<file path="src/rtl/bcd_pkg.sv">
// Shared types and constants for the iterative BCD-to-binary converter.
package bcd_pkg;

  typedef enum logic [1:0] {
    IDLE  = 2'd0,
    SHIFT = 2'd1,
    DONE  = 2'd2
  } state_e;

  localparam int DIGIT_W        = 4;
  localparam int BCD_MAX_DIGIT  = 9;
  localparam int BCD_SUB_THRESH = 8;
  localparam int BCD_SUB_VAL    = 3;

  // Smallest binary width that holds 10**digits - 1.
  function automatic int bcd_min_bin_w(input int digits);
    longint p;
    int     w;
    p = 1;
    for (int i = 0; i < digits; i++) p = p * 10;
    w = 0;
    for (int i = 0; i < 63; i++) if ((64'd1 << w) < p) w = w + 1;
    return w;
  endfunction

endpackage

</file>
<file path="src/rtl/bcd_digit_sub3.sv">
// One BCD digit correction cell: digits of 8 or more have 3 subtracted after a
// right shift (mirror of the encoder's add-3 cell).
module bcd_digit_sub3
  import bcd_pkg::*;
(
  input  logic [DIGIT_W-1:0] d_i,
  output logic [DIGIT_W-1:0] d_o
);

  always_comb begin
    d_o = d_i;
    if (d_i >= DIGIT_W'(BCD_SUB_THRESH)) d_o = d_i - DIGIT_W'(BCD_SUB_VAL);
  end

endmodule

</file>
<file path="src/rtl/bcd_to_binary_seq.sv">
// Iterative BCD-to-binary converter (reverse double-dabble), one step per clock.
// Optional invalid-digit check enabled by defining BCD_DIGIT_CHECK_EN.
module bcd_to_binary_seq
  import bcd_pkg::*;
#(
  parameter int DIGITS = 3,
  parameter int BIN_W  = 10
) (
  input  logic                    clk,
  input  logic                    rst,
  input  logic                    start,
  input  logic [4*DIGITS-1:0]     bcd_in,
  output logic                    ready,
  output logic                    busy,
  output logic                    done,
  output logic [BIN_W-1:0]        bin_out,
  output logic                    err
);

  localparam int BCD_W  = DIGIT_W * DIGITS;
  localparam int WORK_W = BCD_W + BIN_W;
  localparam int CNT_W  = $clog2(BIN_W + 1);

  if (BIN_W < bcd_min_bin_w(DIGITS)) begin : g_bin_w_chk
    $error("bcd_to_binary_seq: BIN_W too small for DIGITS");
  end

  state_e              state_q, state_d;
  logic [CNT_W-1:0]    cnt_q, cnt_d;
  logic [WORK_W-1:0]   work_q, work_d;
  logic                ready_q, ready_d;
  logic                busy_q, busy_d;
  logic                done_q, done_d;
  logic [BIN_W-1:0]    bin_out_q, bin_out_d;
  logic                err_q, err_d;

  logic [WORK_W-1:0]   work_shr;
  logic [BCD_W-1:0]    bcd_corr;
  logic [WORK_W-1:0]   work_step;

  // Shift right first, then correct each BCD digit independently (no borrow).
  assign work_shr = work_q >> 1;

  for (genvar i = 0; i < DIGITS; i++) begin : g_digit
    bcd_digit_sub3 u_sub3 (
      .d_i (work_shr[BIN_W + i*DIGIT_W +: DIGIT_W]),
      .d_o (bcd_corr[i*DIGIT_W +: DIGIT_W])
    );
  end

  assign work_step = {bcd_corr, work_shr[BIN_W-1:0]};

`ifdef BCD_DIGIT_CHECK_EN
  function automatic logic has_bad_digit(input logic [BCD_W-1:0] v);
    logic bad;
    bad = 1'b0;
    for (int i = 0; i < DIGITS; i++)
      if (v[i*DIGIT_W +: DIGIT_W] > DIGIT_W'(BCD_MAX_DIGIT)) bad = 1'b1;
    return bad;
  endfunction
`endif

  always_comb begin
    state_d   = state_q;
    cnt_d     = cnt_q;
    work_d    = work_q;
    bin_out_d = bin_out_q;
    err_d     = err_q;
    case (state_q)
      IDLE: begin
        if (start) begin
`ifdef BCD_DIGIT_CHECK_EN
          if (has_bad_digit(bcd_in)) begin
            state_d   = DONE;
            bin_out_d = '0;
            err_d     = 1'b1;
          end else begin
            state_d = SHIFT;
            work_d  = {bcd_in, {BIN_W{1'b0}}};
            cnt_d   = '0;
          end
`else
          state_d = SHIFT;
          work_d  = {bcd_in, {BIN_W{1'b0}}};
          cnt_d   = '0;
`endif
        end
      end
      SHIFT: begin
        work_d = work_step;
        cnt_d  = cnt_q + CNT_W'(1);
        if (cnt_q == CNT_W'(BIN_W - 1)) begin
          state_d   = DONE;
          bin_out_d = work_step[BIN_W-1:0];
          err_d     = 1'b0;
        end
      end
      DONE:    state_d = IDLE;
      default: state_d = IDLE;
    endcase
    // Status outputs are registered copies of the next state.
    ready_d = (state_d == IDLE);
    busy_d  = (state_d == SHIFT);
    done_d  = (state_d == DONE);
  end

  always_ff @(posedge clk or posedge rst) begin
    if (rst) begin
      state_q   <= IDLE;
      cnt_q     <= '0;
      work_q    <= '0;
      ready_q   <= 1'b1;
      busy_q    <= 1'b0;
      done_q    <= 1'b0;
      bin_out_q <= '0;
      err_q     <= 1'b0;
    end else begin
      state_q   <= state_d;
      cnt_q     <= cnt_d;
      work_q    <= work_d;
      ready_q   <= ready_d;
      busy_q    <= busy_d;
      done_q    <= done_d;
      bin_out_q <= bin_out_d;
      err_q     <= err_d;
    end
  end

  assign ready   = ready_q;
  assign busy    = busy_q;
  assign done    = done_q;
  assign bin_out = bin_out_q;
  assign err     = err_q;

endmodule

</file>
<file path="config.mk">
export PLATFORM = sky130hd
export DESIGN_NAME = bcd_to_binary_seq
export DESIGN_NICKNAME = d
export VERILOG_FILES = /design/src/rtl/bcd_pkg.sv /design/src/rtl/bcd_digit_sub3.sv /design/src/rtl/bcd_to_binary_seq.sv
export SDC_FILE = /design/constraint.sdc
export NUM_CORES = 1
export LEC_CHECK = 0
export CORE_MARGIN = 2
export CORE_UTILIZATION = 52
export DETAILED_ROUTE_END_ITERATION = 10
export GPL_TIMING_DRIVEN = 0
export PLACE_DENSITY = 0.77
export SETUP_SLACK_MARGIN = 0.4
export SLEW_MARGIN = 20
export SYNTH_ARGS = -nofsm -noshare
export SYNTH_HDL_FRONTEND = slang
export SYNTH_SLANG_ARGS = --single-unit
</file>
<file path="constraint.sdc">
create_clock -name clk -period 1.8 [get_ports clk]
set_clock_uncertainty 0.05 [all_clocks]
set_input_delay 0.27 -clock clk [delete_from_list [all_inputs] [get_ports clk]]
set_output_delay 0.27 -clock clk [all_outputs]
set_load 0.01 [all_outputs]
</file>
; After elaboration in Yosys (flattened, before gate mapping)
; Cells that the tools add are included.
; W data, S select, Z words.
[totals]
regBits = 41
input_bits = 15
output_inout_bits = 14
word_cells = 34
[op_classes]
add_sub_neg = 4
n_lt_le_gt_ge = 3
eq_ne = 5
muxes = 10
reduce_logical = 5
[op_table]
columns = cell, count
row1 = $pmux W22 S2, 1
row2 = $mux W22, 1
row3 = $mux W4, 4
row4 = $ge A4 B4 Y1 const B, 2
row5 = $pmux W4 S2, 1
row6 = $sub A4 B2 Y4 const B, 2
row7 = $add A4 B1 Y4 const B, 1
row8 = $eq A2 B1 Y1 const B, 2
row9 = $eq A4 B4 Y1 const B, 1
row10 = $ge A3 B4 Y1 const B, 1
row11 = $logic_not A2 Y1, 2
row12 = $mux W2, 2
row13 = $pmux W2 S2, 1
row14 = $reduce_and A2 Y1, 2
row15 = $sub A3 B2 Y4 const B, 1
row16 = $eq A2 B2 Y1 const B, 1
row17 = $ne A2 B2 Y1 const B, 1
row18 = $reduce_bool A2 Y1, 1

; Longest topological paths before layout
; Gate-level depths: netlist of run 1.
[depth]
ltp_word = 4
depth_mapped = 6

; Modules after synthesis
; From an unflattened synthesis of run 1, not the netlist that was laid out.
[unflattened]
cells_unflattened = 174
hier_area_um2 = 1948.1
[modules_own_cells]
columns = mod, instances, cells_each, area_each_um2, seq_area_each_um2
row1 = bcd_to_binary_seq, 1, 141, 1719.1, 1002.2
row2 = bcd_digit_sub3, 3, 11, 76.3, 0.0

; Least setup slack after synthesis of run 1
; No wires, ideal clock.
[synth_timing]
kind = reg-to-reg
from = register state_q[1]
to = register bin_out_q[0], in the netlist bin_out[0]
setup_time_ps = 125
arrival_time_ps = 1384
required_time_ps = 1625
path_slack_ps = 241
stages_incl_launch_ff = 7
path_buffers = 3
path_cell_list = dfrtp_1 -> buf_4 -> nor2b_2 -> buf_4 -> and4_4 -> buf_8 -> mux2_4
[synth_via]
elab_chain_cells = 2
[synth_rtl]
columns = element, line
row1 = "start, declared", bcd_to_binary_seq.sv:28  ; state_e state_q, state_d;
row2 = "start signal, assigned", bcd_to_binary_seq.sv:118  ; state_q <= state_d;
row3 = $eq A2 B1 Y1, bcd_to_binary_seq.sv:69  ; case (state_q)
row4 = $reduce_and A2 Y1 (no line), -
row5 = "end signal, assigned", bcd_to_binary_seq.sv:124  ; bin_out_q <= bin_out_d;
row6 = "end, declared", bcd_to_binary_seq.sv:34  ; logic [BIN_W-1:0] bin_out_q, bin_out_d;
; Every way passes these cells.
; A chain may end at the register's enable or synchronous reset.

; Final worst setup path of run 1
[layout_timing]
from = register state_q[1]
to = register bin_out_q[2], in the netlist bin_out[2]
; The elaborated chain is that of the path after synthesis.

==> key figures, run 1 <==
Run status
  • Status: completed

Timing
  • Number of hold-slack violations in the final timing report: 0
  • Final-report setup violation count: 0
  • Min cycle time layout: 1.71 ns
  • Fmax achieved: 585 MHz
  • Unrepaired setup endpoints after global routing: true
  • Crit share post-route: 95.0%
  • Max-slew violation count: 0

Yosys
  • Unique cell type count in the Yosys netlist: 33
  • EDFF count, synth: 0
  • Count of yosys warnings during synthesis: 0
  • Leading register cell type out of synthesis: dfrtp_1
  • Dominant cell type by area after synthesis: dfrtp_1
  • Number of storage elements in the synthesis netlist: 40
  • Gate Count Post-Synth: 143
  • Area fraction of the dominant cell type after synthesis: 54.2%
  • Share of flip-flops with an asynchronous set or reset: 100%
  • Post-Synthesis Net Count: 164
  • Syn avg cell area: 12.6 um2
  • Leading cell types by total area after synthesis: dfrtp_1, mux2_4, a22o_1, ha_1, o21ai_0
  • Sequential cell area fraction in the yosys report: 55.7%
  • Syn Std Cell Area: 0.00180 mm2

Finish
  • Post-route standard cell area excluding fillers: 0.00264 mm2
  • Diode insertion count for antenna repair: 0
  • Filler Cells Inserted: 200
  • Final nets: 226
  • Layout cells sized above 1: 40.8%
  • Core Util, Final: 79.2%
  • Layout area overhead: 46.9%

Detailed routing
  • Metal2 WL: 2370 um
  • Met3 layer wire length in the routed design: 217 um
  • Detailed-router iteration count before antenna repair: 5
  • Routed met1 length: 1770 um
  • Mean number of vias per cell: 5.61
  • Antenna-violating nets left: 0
  • # DRC: 0
  • Total via count after detailed routing: 1413
  • Detailed-route wire length: 4470 um
  • Mean routed wirelength per cell: 17.7 um
  • Top metal layer carrying routed signals: met4
  • Number of design-rule violations left by the first detailed-router iteration: 71

Hold path
  • Class of the most critical hold timing path: in2async

CTS
  • Cts hold-fix bufs: 0
  • Clock tree root buffer cell: clkbuf_4
  • TritonCTS clock tree: built
  • Clock latency at the later pin of the worst-skew pair: 0.37 ns
  • Clock input transition at the sequential cells of the worst setup and hold paths: 0.13 ns
  • Number of buffers between clock root and the deepest sink: 2
  • Clock sink count: 40
  • Number of H-tree levels: 2
  • Clock buffers created by TritonCTS: 5

Setup path
  • CP delay by family, top: buffers and inverters
  • Required time at the worst-slack endpoint: 2.00 ns
  • Category of the worst setup path capture point: flop
  • Slowest stage cell on the critical path: dfrtp_1
  • Worst setup SP type: flop
  • Arr. time, crit path: 1.91 ns
  • Ordered cell list for the critical path: buf_6, nor2b_4, buf_6, and4_4, buf_6, buf_12, mux2_4
  • Crit-path max cell delay: 0.42 ns
  • Cell seen most often among critical-path stages: buf_6
  • Critical Setup Path Class: reg2reg
  • Buffers & Inverters on Critical Path: 4
  • Largest fanout on the critical path: 5

Power
  • Relative contribution of the clock network to total power: 10.6%
  • Comb power frac: 52.2%
  • Peak ir drop on the vdd network: 0.973 mV
  • Sequential group share of total power: 37.1%
  • Pwr dens: 1640 mW/mm2
  • Design Power: 4.33 mW
  • Internal power: 2.71 mW
  • Fraction of power spent switching nets: 37.3%
  • Sw power: 1.62 mW
  • Leak: 1.24 nW

Run
  • Max capacitance violation total: 0

Placed design
  • Port-buffer cells: 27
  • Area of placed instances: 0.00216 mm2
  • Placer Congestion: 0.800
  • Estimated wirelength of the detail-placed design: 2520 um

Die
  • Row count: 21
  • Die height: 62.8 um
  • Initial core utilization: 53.9%
  • Area of the core: 0.00334 mm2
  • Die Outline Area: 0.00395 mm2
  • Horizontal die dimension: 62.8 um
  • Number of ports placed on the die boundary: 29

GRT
  • Wire length of the first global-routing pass: 6800 um
  • GRT Overall Usage: 22.6%
  • Antenna violations before repair: 0
  • Via count of the first global-routing pass: 1454
  • Maximum number of pins on one net before global-route repair: 34
  • Overall overflow remaining after global route: 0
[per-stage QoR]
step	setup TNS [ns]	hold WS, ns	instances	setup WS [ns]
after floorplan	0	0.360	143	0.266
after global placement	-8.18	0.421	216	-0.209
after detailed placement	-0.331	0.443	217	-0.0646
after CTS	0	0.0826	240	0.173
after global routing	0	0.0799	252	0.0632
final	0	0.0590	252	0.0892
[cell usage in the layout (no fill, tap or decap), types with 3 or more instances in the layout]
cell type        synthesis  routed
buf_6                    0      13
a22o_1                   9       9
ha_1                     6       5
o21ai_2                  0       5
clkdlybuf4s50_1          0      15
nor2b_1                  4       4
nand2_2                  0       3
dfrtp_1                 39      38
clkdlybuf4s15_1          0       4
dlygate4sd2_1            0       7
mux2_4                   9      10
buf_12                   0       3
a22oi_1                  5       3
nand2_1                  8       4
buf_4                    3      17
xnor2_1                  4       4
a41oi_1                  3       3
clkbuf_4                 0       6
o21ai_1                  0       3
inv_1                   10       8
[registers in the layout, summed over array words and instances (netlist names)]
signal   flops
busy         1
cnt_q        4
bin_out     10
done         1
state_q      2
work_q      21
ready        1
[worst register-to-register path, delay by kind of cell (launching register included)]
family,cells,cell delay [ns]
flip-flops,1,0.42
AND/OR/NAND/NOR,2,0.36
multiplexers,1,0.30
buffers and inverters,4,0.45
[final timing paths]
kind / cells after the start / end / slack [ns] / start
setup / recovery: 7 / bin_out[2] / 0.09 / state_q[1]
setup reg to reg: 7 / bin_out[2] / 0.09 / state_q[1]
hold reg to reg: 1 / bin_out[4] / 0.47 / bin_out[4]
hold / removal: 2 / bin_out[9] / 0.06 / rst
max in group asynchronous: 3 / work_q[13] / 1.19 / rst
min in group clk: 1 / bin_out[4] / 0.47 / bin_out[4]
[layout make-up]
| type | count | area, um2 | area share (%) |
|---|---|---|---|
| multi-input cells | 85 | 850 | 32.1 |
| clock buffers | 5 | 37.5 | 1.42 |
| flip-flops and latches | 40 | 1000 | 38.0 |
| repair buffers | 55 | 546 | 20.6 |
| inverters | 10 | 45.0 | 1.70 |
| plain buffers | 8 | 85.1 | 3.22 |
| well taps | 46 | 57.6 | 2.18 |
| clock inverters | 3 | 18.8 | 0.710 |
[synthesized netlist by cell type, types with 2 or more instances]
library cell / instances
a22o_1: 9
ha_1: 6
nor3b_1: 3
mux2_4: 9
a221oi_1: 2
o211a_1: 2
a221o_1: 2
o21bai_1: 3
a21oi_1: 2
o22ai_1: 3
a22oi_1: 5
nor4b_1: 2
xnor2_1: 4
nor2b_1: 4
nand2_1: 8
inv_1: 10
dfrtp_1: 39
buf_2: 3
o21ai_0: 9
a41oi_1: 3
buf_4: 3
[power groups by stage]
stage | sequential (mW) | clock, mW | combinational (mW)
floorplan | 1.60 | 0 | 1.01
global placement | 1.58 | 0 | 1.47
detailed placement | 1.62 | 0 | 1.55
CTS | 1.57 | 0.460 | 1.84
global route | 1.65 | 0.500 | 2.43
finish | 1.61 | 0.460 | 2.26
[routing by layer]
layer,vias to the layer above,global-route usage [%]
li1,637,-
met1,708,26.5
met2,54,40.5
met3,14,3.96
met4,0,10.0
met5,-,0
[repair_timing]
action	in CTS	in global routing
hold endpoints to repair	0	0
setup buffers	13	11
pin swaps	2	14
resized for setup	36	43
endpoints found under the setup margin	50	47
cloned	2	1
[cell families after synthesis]
logic type,count (synthesis),share of synthesized area [%]
AND/OR/NAND/NOR,23,7.79
flip-flops,40,55.7
other,1,0.208
multiplexers,10,8.14
buffers and inverters,18,5.22
AO/OA/AOI/OAI,41,16.8
adder cells (fa/ha/maj),6,4.17
XOR/XNOR,4,1.95
Note: power is estimated with default switching activity, not from simulation.
==> inputs of run 2 (changes only) <==
- CORE_MARGIN: 2 -> 3
- clock period: 1.8 -> 1.6 ns (I/O delays scaled with it)
==> key figures, run 2 (synthesis results as in run 1) <==
Setup path
  • Arr. time, crit path: 1.79 ns
  • Category of the worst setup path capture point: flop
  • Critical Setup Path Class: reg2reg
  • Crit path to: bin_out[1]
  • Setup crit start: state_q[1]
  • Reg-to-reg critical path startpoint: state_q[1]
  • Worst setup SP type: flop
  • Largest fanout on the critical path: 5
  • Required time at the worst-slack endpoint: 1.81 ns
  • Length in cells of the worst reg-to-reg path: 6
  • Critical register-to-register path endpoint: bin_out[1]
  • Flop2flop setup slack: 0.02 ns

GRT
  • Wire length of the first global-routing pass: 7200 um
  • Overall overflow remaining after global route: 0
  • Via count of the first global-routing pass: 1466
  • Antenna violations before repair: 0
  • GRT Overall Usage: 23.1%
  • Maximum number of pins on one net before global-route repair: 41

Power
  • Relative contribution of the clock network to total power: 13.5%
  • Internal power: 3.25 mW
  • Fraction of power spent switching nets: 37.0%
  • Sequential group share of total power: 34.8%
  • Sw power: 1.91 mW
  • Leak: 1.23 nW
  • Design Power: 5.16 mW
  • Comb power frac: 51.7%
  • Peak ir drop on the vdd network: 1.19 mV
  • Pwr dens: 1960 mW/mm2

Detailed routing
  • Total via count after detailed routing: 1453
  • Detailed-router iteration count before antenna repair: 4
  • # DRC: 0
  • Number of design-rule violations left by the first detailed-router iteration: 67
  • Detailed-route wire length: 4860 um
  • Mean routed wirelength per cell: 19.3 um
  • Antenna-violating nets left: 0
  • Mean number of vias per cell: 5.77

Finish
  • Layout area overhead: 46.5%
  • Register with the most flip-flops: work_q
  • Diode insertion count for antenna repair: 0
  • Top library cells by usage in the layout, fill and taps aside: dfrtp_1, buf_4, buf_6, clkdlybuf4s50_1, buf_2
  • Most common library cell in the layout ignoring fill and taps: dfrtp_1
  • Final standard cell count with taps included and fillers excluded: 252
  • Final nets: 228
  • Layout cells sized above 1: 46.6%
  • Number of flip-flops under the largest register name: 21
  • Filler Cells Inserted: 176

Timing
  • Max-slew violation count: 0
  • Final-report setup violation count: 0
  • Unrepaired setup endpoints after global routing: true
  • Number of hold-slack violations in the final timing report: 0
  • Worst Tran Pin Value: 0.836 ns
  • Crit share post-route: 99.0%
  • Fin Setup TNS: 0 ns
  • Fmax achieved: 632 MHz
  • Remaining max-slew budget at the tightest pin: 44.1%
  • Min cycle time layout: 1.58 ns

Run
  • Max capacitance violation total: 0

CTS
  • Clock buffers created by TritonCTS: 5
  • Clock input transition at the sequential cells of the worst setup and hold paths: 0.13 ns
  • Number of buffers between clock root and the deepest sink: 2
  • TritonCTS clock tree: built
  • Number of H-tree levels: 2
  • Clock latency at the later pin of the worst-skew pair: 0.37 ns
  • Clock sink count: 40
  • Clock tree root buffer cell: clkbuf_4

Die
  • Horizontal die dimension: 64.8 um
  • Die Outline Area: 0.00420 mm2
  • Die height: 64.8 um
  • Number of ports placed on the die boundary: 29
  • Row count: 20
  • Initial core utilization: 56.6%
  • Area of the core: 0.00318 mm2

Placed design
  • Placed insts: 214
  • Placer Congestion: 0.809
  • Estimated wirelength of the detail-placed design: 2410 um
  • Port-buffer cells: 27

Run status
  • Status: completed

Hold path
  • Class of the most critical hold timing path: in2async
-- run 2: changes by cell type in the layout (fill, tap and decap cells not counted), moves of 2 or more --
cell             previous run  this run
clkdlybuf4s15_1             4         0
nand2_2                     3         5
buf_12                      3         1
clkinvlp_4                  0         2
o21ai_1                     3         5
clkinv_2                    2         0
buf_2                       1        13
buf_4                      17        19
dlygate4sd2_1               7         0
buf_6                      13        15
-- run 2: worst min path at each step --
stage	startpoint	depth (start not counted)	to	slack (ns)
after floorplan	rst	1	bin_out[0]	0.17
after global placement	work_q[19]	2	work_q[19]	0.42
after detailed placement	work_q[20]	2	work_q[20]	0.44
after CTS	rst	2	bin_out[3]	0.33
after global routing	rst	2	cnt_q[2]	0.37
final	rst	2	bin_out[3]	0.31
-- run 2: area by class of cell --
| type | count | area [um2] | share of cell area (%) |
|---|---|---|---|
| Buffer | 8 | 91.3 | 3.46 |
| Multi-Input combinational cell | 86 | 868 | 32.9 |
| Tap cell | 44 | 55.1 | 2.09 |
| Sequential cell | 40 | 1000 | 38.0 |
| Inverter | 10 | 48.8 | 1.85 |
| Clock buffer | 5 | 37.5 | 1.42 |
| Clock inverter | 3 | 46.3 | 1.76 |
| Timing Repair Buffer | 56 | 487 | 18.5 |
-- run 2: power groups by stage --
stage,registers (mW),logic (mW),clock network (mW)
finish,1.80,2.67,0.699
global route,1.84,2.85,0.759
CTS,1.76,2.23,0.711
detailed placement,1.81,1.76,0
global placement,1.78,1.70,0
floorplan,1.80,1.16,0
-- run 2: critical path: stages, from the launching register on --
cell     delay (ns)
dfrtp_1        0.40
buf_6          0.13
nor2b_4        0.10
buf_6          0.10
and4_4         0.28
buf_12         0.13
mux2_4         0.29
-- run 2: metal layers --
metal / part of all wire (%) / vias up / global-route usage (%) / routed length [um]
met5: 0 / - / 0 / 0
met4: 4.6 / 0 / 9.50 / 223
met3: 4.6 / 20 / 6.93 / 225
met2: 50 / 51 / 38.4 / 2420
met1: 41 / 732 / 27.9 / 1990
li1: - / 650 / - / -
-- run 2: timing repair --
action                                  4_1_cts  5_1_grt
gates resized for setup                      91       21
cloned                                        4        0
setup buffers                                17        9
hold buffers                                  0        0
endpoints found under the setup margin       51       52
pin swaps                                    16        7
-- run 2: metrics by stage --
stage                     cell area, um2  utilization [%]  setup WS (ns)  hold WS [ns]
after floorplan                     1830                -         0.0667         0.168
after global placement              2160             67.9         -0.189         0.419
after detailed placement            2160             67.9         -0.203         0.441
after CTS                           2500             78.6         0.0257         0.331
after global routing                2640             83.0        -0.0213         0.372
final                               2640             83.0         0.0167         0.314
==> inputs of run 3 (changes only) <==
- ABC_AREA: unset -> 1
- CORE_UTILIZATION: 52 -> 53
- PLACE_DENSITY: 0.77 -> 0.78
==> key figures, run 3 <==
Placed design
  • Port-buffer cells: 27
  • Area of placed instances: 0.00217 mm2
  • Estimated wirelength of the detail-placed design: 2560 um
  • Placer Congestion: 0.746

Run
  • Max capacitance violation total: 0

Timing
  • Fmax achieved: 784 MHz
  • Crit share post-route: 79.8%
  • Fin Setup TNS: 0 ns
  • Number of hold-slack violations in the final timing report: 0
  • Worst hold-check slack: 0.326 ns
  • Unrepaired setup endpoints after global routing: true
  • Final-report setup violation count: 0
  • Worst Tran Pin Value: 0.861 ns
  • Max-slew violation count: 0
  • Remaining max-slew budget at the tightest pin: 42.5%
  • Min cycle time layout: 1.28 ns

Yosys
  • Post-Synthesis Net Count: 221
  • Most frequent cells after synthesis: nand2_1, dfrtp_1, inv_1, nand3_1
  • Share of flip-flops with an asynchronous set or reset: 100%
  • Syn Std Cell Area: 0.00184 mm2
  • Syn avg cell area: 9.21 um2
  • Count of yosys warnings during synthesis: 0
  • EDFF count, synth: 0
  • Area fraction of the dominant cell type after synthesis: 53.0%
  • Unique cell type count in the Yosys netlist: 24
  • Sequential cell area fraction in the yosys report: 54.4%
  • Library cell with the highest instance count after synthesis: nand2_1
  • Number of storage elements in the synthesis netlist: 40
  • Gate Count Post-Synth: 200
  • Dominant cell type by area after synthesis: dfrtp_1
  • Leading register cell type out of synthesis: dfrtp_1
  • Leading cell types by total area after synthesis: dfrtp_1, nand2_1, inv_1, nand3_1, o21ai_2

GRT
  • GRT Overall Usage: 21.3%
  • Wire length of the first global-routing pass: 6840 um
  • Via count of the first global-routing pass: 1545
  • Overall overflow remaining after global route: 0
  • Antenna violations before repair: 0
  • Maximum number of pins on one net before global-route repair: 41

Setup path
  • Largest fanout on the critical path: 1
  • Length in cells of the worst reg-to-reg path: 4
  • Ordered cell list for the critical path: buf_6
  • Critical Setup Path Class: reg2out
  • Required time at the worst-slack endpoint: 1.31 ns
  • Critical register-to-register path endpoint: bin_out[9]
  • Arr. time, crit path: 0.99 ns
  • Buffers & Inverters on Critical Path: 1
  • Worst setup SP type: flop
  • Crit-path max cell delay: 0.55 ns
  • Slowest stage cell on the critical path: dfstp_2
  • CP delay by family, top: flip-flops
  • Flop2flop setup slack: 0.33 ns
  • Category of the worst setup path capture point: primary output
  • Stages on worst setup path: 1
  • Reg-to-reg critical path startpoint: state_q[1]

Die
  • Area of the core: 0.00318 mm2
  • Horizontal die dimension: 65.0 um
  • Initial core utilization: 58.0%
  • Row count: 20
  • Die height: 65.0 um
  • Number of ports placed on the die boundary: 29
  • Die Outline Area: 0.00422 mm2

Power
  • Leak: 1.29 nW
  • Comb power frac: 48.7%
  • Sequential group share of total power: 35.9%
  • Sw power: 1.96 mW
  • Fraction of power spent switching nets: 39.5%
  • Peak ir drop on the vdd network: 1.08 mV
  • Pwr dens: 1860 mW/mm2
  • Internal power: 3.00 mW
  • Relative contribution of the clock network to total power: 15.4%

Finish
  • Register with the most flip-flops: work_q
  • Top library cells by usage in the layout, fill and taps aside: nand2_1, dfrtp_1, inv_1, buf_4, nand3_1
  • Layout area overhead: 44.8%
  • Final nets: 278
  • Most common library cell in the layout ignoring fill and taps: nand2_1
  • Number of flip-flops under the largest register name: 21
  • Post-route standard cell area excluding fillers: 0.00267 mm2
  • Core Util, Final: 83.9%
  • Diode insertion count for antenna repair: 0
  • Layout cells sized above 1: 39.5%

CTS
  • TritonCTS clock tree: built
  • Number of H-tree levels: 2
  • Clock buffers created by TritonCTS: 5
  • Number of buffers between clock root and the deepest sink: 2
  • Clock latency at the later pin of the worst-skew pair: 0.36 ns
  • Cts hold-fix bufs: 0
  • Clock tree root buffer cell: clkbuf_4
  • Clock input transition at the sequential cells of the worst setup and hold paths: 0.13 ns
  • Clock sink count: 40

Detailed routing
  • Mean number of vias per cell: 5.35
  • Number of design-rule violations left by the first detailed-router iteration: 97
  • Detailed-router iteration count before antenna repair: 4
  • Total via count after detailed routing: 1616
  • Mean routed wirelength per cell: 16.6 um
  • # DRC: 0
  • Detailed-route wire length: 5010 um
  • Antenna-violating nets left: 0

Hold path
  • Class of the most critical hold timing path: in2async

Run status
  • Status: completed
-- run 3: cell count changes after synthesis, sizes merged, moves of 4 or more --
cell	before	now
nand2	8	56
xnor2	4	0
o22ai	3	10
mux2	10	0
inv	10	29
o21ai	9	13
nor2	0	11
nor2b	5	0
a22o	9	0
nand3	1	19
a22oi	5	0
-- run 3: timing repair --
item	in CTS	in global routing
pin swaps	3	8
setup buffers	12	8
hold endpoints to repair	0	0
setup endpoints to repair	49	48
cloned	0	3
gates resized for setup	64	53
-- run 3: how the worst max path moves through the flow --
stage                   from  slack [ns]    endpoint
detailed placement     start        0.03  work_q[17]
finish                 ready        0.32       ready
global route           ready        0.28       ready
CTS                    ready        0.31       ready
floorplan           cnt_q[1]        0.43  bin_out[1]
global placement       start        0.03  work_q[17]
-- run 3: kinds of logic (layout without fill, tap and decap cells) --
logic type               after synthesis  count (layout)  synth area share (%)
AND/OR/NAND/NOR                       89              90                  21.3
flip-flops                            40              40                  54.4
buffers and inverters                 35              92                  9.10
AO/OA/AOI/OAI                         29              29                  10.9
adder cells (fa/ha/maj)                6               6                  4.08
other                                  1               1                 0.204
-- run 3: final cells by class --
type | count | area, um2
Tap cell | 44 | 55.1
Clock buffer | 7 | 65.1
Inverter | 29 | 118
Clock inverter | 1 | 30.0
Multi-Input combinational cell | 126 | 890
Fill cell | 177 | 512
Buffer | 6 | 75.1
Timing Repair Buffer | 49 | 428
Sequential cell | 40 | 1010
-- run 3: routing by layer --
layer	GRT usage, %	vias up	share of wire, %
met5	0	-	0
met4	10.3	0	2.8
met3	5.72	12	5.2
met2	36.8	55	54
met1	24.3	801	38
li1	-	748	-
-- run 3: through the flow --
step / instances / setup slack, ns / total power, mW
finish: 302 / 0.324 / 4.95
global route: 302 / 0.284 / 5.27
CTS: 291 / 0.313 / 4.24
detailed placement: 271 / 0.0323 / 3.37
global placement: 271 / 0.0301 / 3.26
floorplan: 200 / 0.428 / 2.77
-- run 3: power by group through the flow --
stage / Clock, mW / Combinational [mW] / Sequential [mW]
global route: 0.816 / 2.63 / 1.82
floorplan: 0 / 1.04 / 1.73
finish: 0.765 / 2.41 / 1.78
CTS: 0.766 / 1.77 / 1.70
detailed placement: 0 / 1.63 / 1.73
global placement: 0 / 1.56 / 1.70
